**src/rtl/pixel_pkg.sv**
```systemverilog
// Shared definitions for the VGA pixel-port arbitration slice: screen
// geometry, coordinate/colour widths, requester ids and arbiter states.
package pixel_pkg;

   // Pixel bus widths as seen by vga_adapter.
   localparam int X_W = 9;
   localparam int Y_W = 8;
   localparam int C_W = 3;

   // Visible area; anything at or beyond these bounds is clipped.
   localparam int SCREEN_W = 320;
   localparam int SCREEN_H = 240;

   // Requester slots on the shared port.
   localparam int REQ_SCREEN = 0;
   localparam int REQ_USER   = 1;
   localparam int REQ_BULLET = 2;
   localparam int REQ_ENEMY  = 3;

   // Arbiter states: waiting for a request, or a burst owns the port.
   typedef enum logic {
      S_IDLE  = 1'b0,
      S_GRANT = 1'b1
   } arb_state_e;

   // Full-width unsigned clip test; x in 320..511 and y in 240..255 fail.
   function automatic logic on_screen(input logic [X_W-1:0] x,
                                      input logic [Y_W-1:0] y);
      return (32'(x) < 32'(SCREEN_W)) && (32'(y) < 32'(SCREEN_H));
   endfunction

endpackage

```
**src/rtl/pixel_port_arbiter_rr_picker.sv**
```systemverilog
// Combinational round-robin picker: starting just after last_winner and
// wrapping around, return the first set request as one-hot and as index.
// Generic enough to reuse for any shared resource.
module rr_picker #(
   parameter int NUM_REQ = 4,
   parameter int IDX_W   = (NUM_REQ > 1) ? $clog2(NUM_REQ) : 1
) (
   input  logic [NUM_REQ-1:0] req_i,
   input  logic [IDX_W-1:0]   last_winner_i,
   output logic [NUM_REQ-1:0] pick_o,
   output logic [IDX_W-1:0]   pick_idx_o,
   output logic               any_o
);

   int cand;

   // Scan offsets 1..NUM_REQ from the previous winner; the previous winner
   // itself is visited last, so it has the lowest priority.
   always_comb begin
      pick_o     = '0;
      pick_idx_o = '0;
      any_o      = 1'b0;
      cand       = 0;
      for (int k = 1; k <= NUM_REQ; k++) begin
         cand = int'(last_winner_i) + k;
         if (cand >= NUM_REQ) begin
            cand = cand - NUM_REQ;
         end
         if (!any_o && req_i[cand]) begin
            any_o        = 1'b1;
            pick_o[cand] = 1'b1;
            pick_idx_o   = IDX_W'(cand);
         end
      end
   end

endmodule

```
**src/rtl/pixel_port_arbiter.sv**
```systemverilog
// Shares the single VGA pixel write port between sprite drawers.
// One burst owns the port at a time (round-robin between bursts); the
// owner's pixels are clipped and forwarded to vga_adapter through one
// register stage. A watchdog reclaims the port from a hung burst.
//
// Handshake: pix_ready equals grant. A pixel transfers on a clock edge
// where pix_valid[i] & pix_ready[i] & req[i] are all high; a requester
// that drops req forfeits any pixel presented in that same cycle.
module pixel_port_arbiter
   import pixel_pkg::*;
#(
   parameter int NUM_REQ   = 4,
   parameter int MAX_BURST = 1024
) (
   input  logic                   clk,
   input  logic                   reset,
   input  logic [NUM_REQ-1:0]     req,
   input  logic [NUM_REQ-1:0]     pix_valid,
   input  logic [NUM_REQ-1:0]     pix_last,
   input  logic [NUM_REQ*X_W-1:0] pix_x,
   input  logic [NUM_REQ*Y_W-1:0] pix_y,
   input  logic [NUM_REQ*C_W-1:0] pix_colour,
   output logic [NUM_REQ-1:0]     grant,
   output logic [NUM_REQ-1:0]     pix_ready,
   output logic [X_W-1:0]         vga_x,
   output logic [Y_W-1:0]         vga_y,
   output logic [C_W-1:0]         vga_colour,
   output logic                   vga_plot,
   output logic                   busy,
   output logic                   timeout_err
);

   localparam int IDX_W = (NUM_REQ > 1) ? $clog2(NUM_REQ) : 1;
   localparam int WD_W  = (MAX_BURST > 2) ? $clog2(MAX_BURST) : 1;
   localparam logic [WD_W-1:0] WD_LIMIT = WD_W'(MAX_BURST - 1);
   localparam logic [WD_W-1:0] WD_SAT   = '1;

   // Arbiter state and registered outputs.
   arb_state_e          state_q;
   logic [NUM_REQ-1:0]  grant_q;
   logic [IDX_W-1:0]    last_winner_q;
   logic [WD_W-1:0]     wd_q;
   logic [WD_W-1:0]     wd_d;
   logic                busy_q;
   logic                timeout_q;

   // Pixel output stage.
   logic [X_W-1:0]      vga_x_q;
   logic [Y_W-1:0]      vga_y_q;
   logic [C_W-1:0]      vga_colour_q;
   logic                vga_plot_q;

   // Picker results.
   logic [NUM_REQ-1:0]  pick;
   logic [IDX_W-1:0]    pick_idx;
   logic                pick_any;

   // Granted requester's view of the bus (index is last_winner_q).
   logic                g_req;
   logic                g_valid;
   logic                g_last;
   logic [X_W-1:0]      sel_x;
   logic [Y_W-1:0]      sel_y;
   logic [C_W-1:0]      sel_colour;

   // Per-cycle burst events.
   logic                in_grant;
   logic                accept;
   logic                burst_done;
   logic                req_drop;
   logic                wd_expire;

   rr_picker #(
      .NUM_REQ (NUM_REQ),
      .IDX_W   (IDX_W)
   ) u_picker (
      .req_i         (req),
      .last_winner_i (last_winner_q),
      .pick_o        (pick),
      .pick_idx_o    (pick_idx),
      .any_o         (pick_any)
   );

   // Select the owner's request, handshake and pixel fields; non-owners
   // are never looked at.
   always_comb begin
      g_req      = req[last_winner_q];
      g_valid    = pix_valid[last_winner_q];
      g_last     = pix_last[last_winner_q];
      sel_x      = pix_x[last_winner_q*X_W +: X_W];
      sel_y      = pix_y[last_winner_q*Y_W +: Y_W];
      sel_colour = pix_colour[last_winner_q*C_W +: C_W];
   end

   // Burst end conditions. A dropped request beats everything, including
   // a last pixel in the same cycle; the watchdog only fires when the burst
   // is not already ending on its own.
   always_comb begin
      in_grant   = (state_q == S_GRANT);
      accept     = in_grant & g_req & g_valid;
      burst_done = accept & g_last;
      req_drop   = in_grant & ~g_req;
      wd_expire  = in_grant & g_req & ~burst_done & (wd_q == WD_LIMIT);
      wd_d       = (wd_q == WD_SAT) ? wd_q : wd_q + 1'b1;
   end

   // Arbiter FSM: grant on the edge after a request, release after the
   // last pixel, a dropped request or watchdog expiry. Idle always lasts
   // at least one cycle between bursts.
   always_ff @(posedge clk or posedge reset) begin
      if (reset) begin
         state_q       <= S_IDLE;
         grant_q       <= '0;
         last_winner_q <= IDX_W'(NUM_REQ - 1);
         wd_q          <= '0;
         busy_q        <= 1'b0;
         timeout_q     <= 1'b0;
      end else begin
         case (state_q)
            S_IDLE: begin
               grant_q <= '0;
               busy_q  <= 1'b0;
               if (pick_any) begin
                  state_q       <= S_GRANT;
                  grant_q       <= pick;
                  last_winner_q <= pick_idx;
                  wd_q          <= '0;
                  busy_q        <= 1'b1;
               end
            end
            S_GRANT: begin
               if (req_drop || burst_done || wd_expire) begin
                  state_q <= S_IDLE;
                  grant_q <= '0;
                  busy_q  <= 1'b0;
                  if (wd_expire) begin
                     timeout_q <= 1'b1;
                  end
               end else begin
                  wd_q <= wd_d;
               end
            end
            default: begin
               state_q <= S_IDLE;
               grant_q <= '0;
               busy_q  <= 1'b0;
            end
         endcase
      end
   end

   // Output stage: accepted pixels always update the coordinates/colour;
   // the strobe is raised only for on-screen pixels, and only for one cycle.
   always_ff @(posedge clk or posedge reset) begin
      if (reset) begin
         vga_x_q      <= '0;
         vga_y_q      <= '0;
         vga_colour_q <= '0;
         vga_plot_q   <= 1'b0;
      end else begin
         vga_plot_q <= accept & on_screen(sel_x, sel_y);
         if (accept) begin
            vga_x_q      <= sel_x;
            vga_y_q      <= sel_y;
            vga_colour_q <= sel_colour;
         end
      end
   end

   assign grant       = grant_q;
   assign pix_ready   = grant_q;
   assign busy        = busy_q;
   assign timeout_err = timeout_q;
   assign vga_x       = vga_x_q;
   assign vga_y       = vga_y_q;
   assign vga_colour  = vga_colour_q;
   assign vga_plot    = vga_plot_q;

endmodule

```
**config.mk**
```make
export PLATFORM = sky130hd
export DESIGN_NAME = pixel_port_arbiter
export DESIGN_NICKNAME = d
export VERILOG_FILES = /design/src/rtl/pixel_pkg.sv /design/src/rtl/pixel_port_arbiter_rr_picker.sv /design/src/rtl/pixel_port_arbiter.sv
export SDC_FILE = /design/constraint.sdc
export NUM_CORES = 1
export LEC_CHECK = 0
export ABC_AREA = 1
export CELL_PAD_IN_SITES_DETAIL_PLACEMENT = 1
export CELL_PAD_IN_SITES_GLOBAL_PLACEMENT = 2
export CORE_ASPECT_RATIO = 1.5
export CORE_UTILIZATION = 22
export DETAILED_ROUTE_END_ITERATION = 10
export GPL_ROUTABILITY_DRIVEN = 0
export PLACE_DENSITY_LB_ADDON = 0.1
export SLEW_MARGIN = 20
export SYNTH_ARGS = -nofsm -noshare
export SYNTH_HDL_FRONTEND = slang
export SYNTH_SLANG_ARGS = --single-unit
```
**constraint.sdc**
```tcl
create_clock -name clk -period 2.85 [get_ports clk]
set_input_delay 0.7125 -clock clk [delete_from_list [all_inputs] [get_ports clk]]
set_output_delay 0.7125 -clock clk [all_outputs]
set_load 0.01 [all_outputs]
```
# Word-level counts from Yosys, hierarchy flattened
# Cells that the tools add are included.
# word_totals
ff_bits	40
input_bits	94
elab_cells	127
# op_classes
n_addsub	9
mul	2
magnitude_cmp	15
eq_ne	5
shifts	3
muxes	54
bitwise	13
reduce_logical	16
# ops
op	n
greater-or-equal comparator 32 x 1 -> 1 bit (second input constant)	4
greater-or-equal comparator 32 x 4 -> 1 bit (second input constant)	4
less-than comparator 32 x 4 -> 1 bit (second input constant)	4
two-way mux 32 bit	4
subtractor 32 x 4 -> 32 bit (second input constant)	4
variable part select 36 x 7 -> 9 bit	1
variable part select 32 x 6 -> 8 bit	1
two-way mux 10 bit	3
two-way mux 4 bit	6
two-way mux 1 bit	22
one-hot mux 10 bit (2 select lines)	1
binary-select mux 1 bit (select 2 bit)	7
OR 4 bit	3
variable part select 12 x 5 -> 3 bit	1
adder 10 x 1 -> 10 bit (second input constant)	1
equality test 10 bit (second input constant)	1
less-than comparator 9 bit (second input constant)	1
demux 1 bit (select 2 bit)	4
logical AND 1 bit	8
less-than comparator 8 bit (second input constant)	1
two-way mux 2 bit	4
one-hot mux 4 bit (2 select lines)	1
bitwise AND 1 bit	7
adder 2 x 2 -> 3 bit (second input constant)	2
other kinds (13)	22

# Depth between registers and ports, before layout
# depth
ltp_word	18
depth_mapped	16
depth_no_buf	12

# Modules after synthesis
# A second synthesis with hierarchy kept.
# unflattened
hier_cells	453
hier_area_um2	3052.9
# modules_own_cells
mod	n_inst	cells_per_inst	area_each_um2	seq_area_each_um2
pixel_port_arbiter	1	372	2544.9	1003.5
rr_picker	1	81	508.0	0.0

# Least setup slack after synthesis
# Ideal clock, no wire load.
# synth_path
kind	flip-flop to flip-flop
start	register last_winner_q[0]
end	register wd_q[0]
t_arrival_ns	2.367
t_required_ns	2.733
setup_slack_ns	0.367
stages_incl_launch_ff	15
cell_sequence	dfstp_2 -> buf_6 -> inv_4 -> buf_6 -> buf_2 -> clkbuf_1 -> ha_1 -> inv_1 -> o211ai_1 -> nand2_1 -> nand3_1 -> nand2_2 -> nand2_2 -> nand2_1 -> nand2_1
# synth_between
elab_chain_len	18
elab_cells_between_ends	57
# synth_rtl
item	line	text
start, declared	pixel_port_arbiter.sv:41	logic [IDX_W-1:0] last_winner_q;
start signal, assigned	pixel_port_arbiter.sv:114	last_winner_q <= IDX_W'(NUM_REQ - 1);
start signal, assigned	pixel_port_arbiter.sv:126	last_winner_q <= pick_idx;
adder 2 x 1 -> 3 bit	pixel_port_arbiter_rr_picker.sv:25	cand = int'(last_winner_i) + k;
subtractor 32 x 4 -> 32 bit / greater-or-equal comparator 32 x 4 -> 1 bit (equally long branches)	pixel_port_arbiter_rr_picker.sv:27, pixel_port_arbiter_rr_picker.sv:26	
two-way mux 32 bit	pixel_port_arbiter_rr_picker.sv:26	if (cand >= NUM_REQ) begin
binary-select mux 1 bit (select 2 bit)	pixel_port_arbiter_rr_picker.sv:29	if (!any_o && req_i[cand]) begin
two-way mux 1 bit (not written as such) (2 in a row)	pixel_port_arbiter_rr_picker.sv:29	
two-way mux 1 bit	pixel_port_arbiter_rr_picker.sv:29	
zero test 1 bit	pixel_port_arbiter_rr_picker.sv:29	
logical AND 1 bit	pixel_port_arbiter_rr_picker.sv:29	
two-way mux 1 bit	pixel_port_arbiter_rr_picker.sv:29	
zero test 1 bit	pixel_port_arbiter_rr_picker.sv:29	
logical AND 1 bit	pixel_port_arbiter_rr_picker.sv:29	
two-way mux 1 bit	pixel_port_arbiter_rr_picker.sv:29	
zero test 1 bit	pixel_port_arbiter_rr_picker.sv:29	
logical AND 1 bit	pixel_port_arbiter_rr_picker.sv:29	
two-way mux 1 bit	pixel_port_arbiter_rr_picker.sv:29	
inequality test 2 bit (no source line)	n/a	
AND reduction 3 bit (no source line) *	n/a	
end signal, assigned	pixel_port_arbiter.sv:140	wd_q <= wd_d;
end, declared	pixel_port_arbiter.sv:42	logic [WD_W-1:0] wd_q;
# Mark *: on every way between the ends. The rest lies on a longest branch, timed or not. The select of a mux whose other input is x is not followed.
# A chain may end at the register's enable or synchronous reset.

# Final worst setup path
# layout_path
start	register last_winner_q[0]
end	register wd_q[5]
# The elaborated chain is that of the path after synthesis.

==> metrics.txt <==
commonest non-fill, non-tap cell in the layout clkdlybuf4s50_1; Post-CTS Setup Inserts 0; clock sink count 40; Synth Area in Simple Gates a little over a third; Worst-Skew Late Latency 0.28 ns; grt total ovfl 0; Worst EP arrival 2.59 ns; post-synthesis mux area share 0%; Crit. End Element flip-flop; Async SR Flop Fraction 100.0%; CTS H-tree lvls 2; antenna violations before repair 0; Core Area 0.01257 mm2; crit path cell chain inv_4, ha_1, inv_1, o211ai_1, nand2_1, nand3_1, nand2_2, nand2_2, nand2_1, nand2_1; Hold/Removal Path Class flip-flop to flip-flop; hold path cells 2; worst-case clock buffer depth 2; cts repair resizes 0; Fillers approximately 1500; largest family of logic cells by synthesized area simple AND/OR/NAND/NOR gates; pwr dens about 960 mW/mm2; Die ar. 0.01345 mm2; CTS Buf Count 5; site row count 50; Seq/Total Area, Yosys 35.14%; slowest cell on the critical path dfstp_2; ratio of cells with drive above 1 in the final layout 6.981%; Max stage delay on crit path 0.55 ns; largest net degree at the start of global routing 37; Post-Syn Area 0.002855 mm2; RSZ-0062 raised after global routing no; synth warn 0; synth top area cells dfrtp_1, nor2_1, nand2_1; Multi-input gate area 0.001624 mm2; CTS tree done; Synth top area share between 30% and 40%; cell type with the largest total area after synthesis dfrtp_1; GRT Total Usage 16.62%; Die Y around 140 um; Final period util 84.77%; syn avg cell area 6.864 um2; Finished Layout Cells 686; Gate Count Post-Synth 416; Initial DRT Pass Iterations 4; register area 0.001003 mm2; P&R area growth vs syn 51.88%; number of port buffers 124; # IOs about 130; Final Skew 0.003498 ns; Max Cap Viol 0; fin. max-slew vios 0; syn nets between 500 and 600; detailed-route DRC error count 0; drt wl/cell between 15 and 20 um; final worst path period need ~2.4 ns; n_diodes 0; FF-to-FF path depth 10; commonest non-fill, non-tap cells in the layout clkdlybuf4s50_1, nor2_1, nand2_1; Crit path required time 3.03 ns; vias in the first global route 3356; cell mode on critical path nand2_1; status complete, no violations; Clock Tree Root clkbuf_16; Compound-Gate Fraction of Synth Area 16.08%; Pleak 1.882 nW; hold buffers post-CTS 0; Fmax achieved 0.4139 GHz; predominant post-synthesis flop cell dfrtp_1; Nets 633; Max FO, Critical Path 18; Critical Path Start Type flip-flop; clk slew on worst S/H paths 0.06 ns; Peak VDD IR 0.0002663 V; post-synthesis register bit count 40; Hold Fails Final Rpt 0; Crit Path Class flip-flop to flip-flop; Detail Route Antenna Nets 0; vias per cell between 4 and 5; Setup TNS 0 ns; Die W 95.02 um; Iter 0 DRT Violations 55; final WL 10.54 mm; Post-synth EDFFs 0; global-route wire length before repair 17.11 mm; via count about 3200; Synth Area in XOR/XNOR 2.147%; adder-cell share of the synthesized area just under 4%; post-placement cell count 679; Rel. slew slack 70.63%; Detailed Place HPWL 8.235 mm; Setup-failing EPs final 0; Tightest Pin Transition between 0.4 and 0.5 ns; Netlist cell types 33; Initial Util between 20% and 30%
## logic make-up after synthesis
kind of cell	after synthesis
flops	40
compound gates	82
xor+xnor	7
buf+inv	43
fa+ha+maj	9
simple gates	235
## registers in the layout (all words and copies together) (netlist names)
| signal | cells |
|---|---|
| busy | 1 |
| grant | 4 |
| in_grant | 1 |
| last_winner_q | 2 |
| timeout_err | 1 |
| vga_colour | 3 |
| vga_plot | 1 |
| vga_x | 9 |
| vga_y | 8 |
| wd_q | 10 |
## where the power goes
| part | switching (mW) | internal [mW] | total [mW] |
|---|---|---|---|
| logic | 1.62 | 1.04 | 2.66 |
| registers | 0.139 | 0.798 | 0.937 |
| clock network | 0.229 | 0.319 | 0.548 |
## final cells by class
type                    instances  share of cell area, %
flip-flops and latches         40                  23.14
clock inverters                 1                 0.1154
multi-input cells             333                  37.45
inverters                      16                  1.471
well taps                     156                  4.501
clock buffers                   6                  2.972
repair buffers                134                  30.35
## layer usage
layer	vias up	global-route usage (%)	wire length [um]
met5	-	0	0
met4	0	5.104	157
met3	7	4.662	639
met2	84	30.56	5594
met1	1494	17.99	4149
li1	1589	-	-
## cell usage after synthesis, types with 7 or more instances
master,n
o22ai_1,7
dfrtp_1,38
nand3_1,28
nor2_1,102
ha_1,9
a31oi_1,13
inv_1,11
buf_2,8
nand2_1,82
clkbuf_1,9
o21ai_0,46
nand2_2,8
## per-stage QoR
step,utilization [%],setup slack [ns],power (mW),area (um2),hold WS (ns)
after floorplan,-,0.3668,2.680,2855,0.4960
after global placement,33.42,0.2442,3.651,4203,0.4635
after detailed placement,33.42,0.2065,3.677,4203,0.4780
after CTS,34.49,0.3547,4.254,4337,0.4988
after global routing,34.49,0.1810,4.563,4337,0.5238
final,34.49,0.4340,4.147,4337,0.4940
## worst max-delay path: cells and delay by family, from the launching register on
kind | cells | cell delay [ns]
buf+inv | 2 | 0.26
simple gates | 6 | 0.98
flops | 1 | 0.55
compound gates | 1 | 0.14
fa+ha+maj | 1 | 0.36
## worst paths after layout
kind | start | endpoint | slack (ns)
max | last_winner_q[0] | wd_q[5] | 0.43
min | vga_x[6] | vga_x[6] | 0.49
max reg2reg | last_winner_q[0] | wd_q[5] | 0.43
min reg2reg | vga_x[6] | vga_x[6] | 0.49
max in group asynchronous | reset | vga_y[6] | 1.62
min in group asynchronous | reset | wd_q[3] | 0.67
Note: power is estimated with default switching activity, not from simulation.
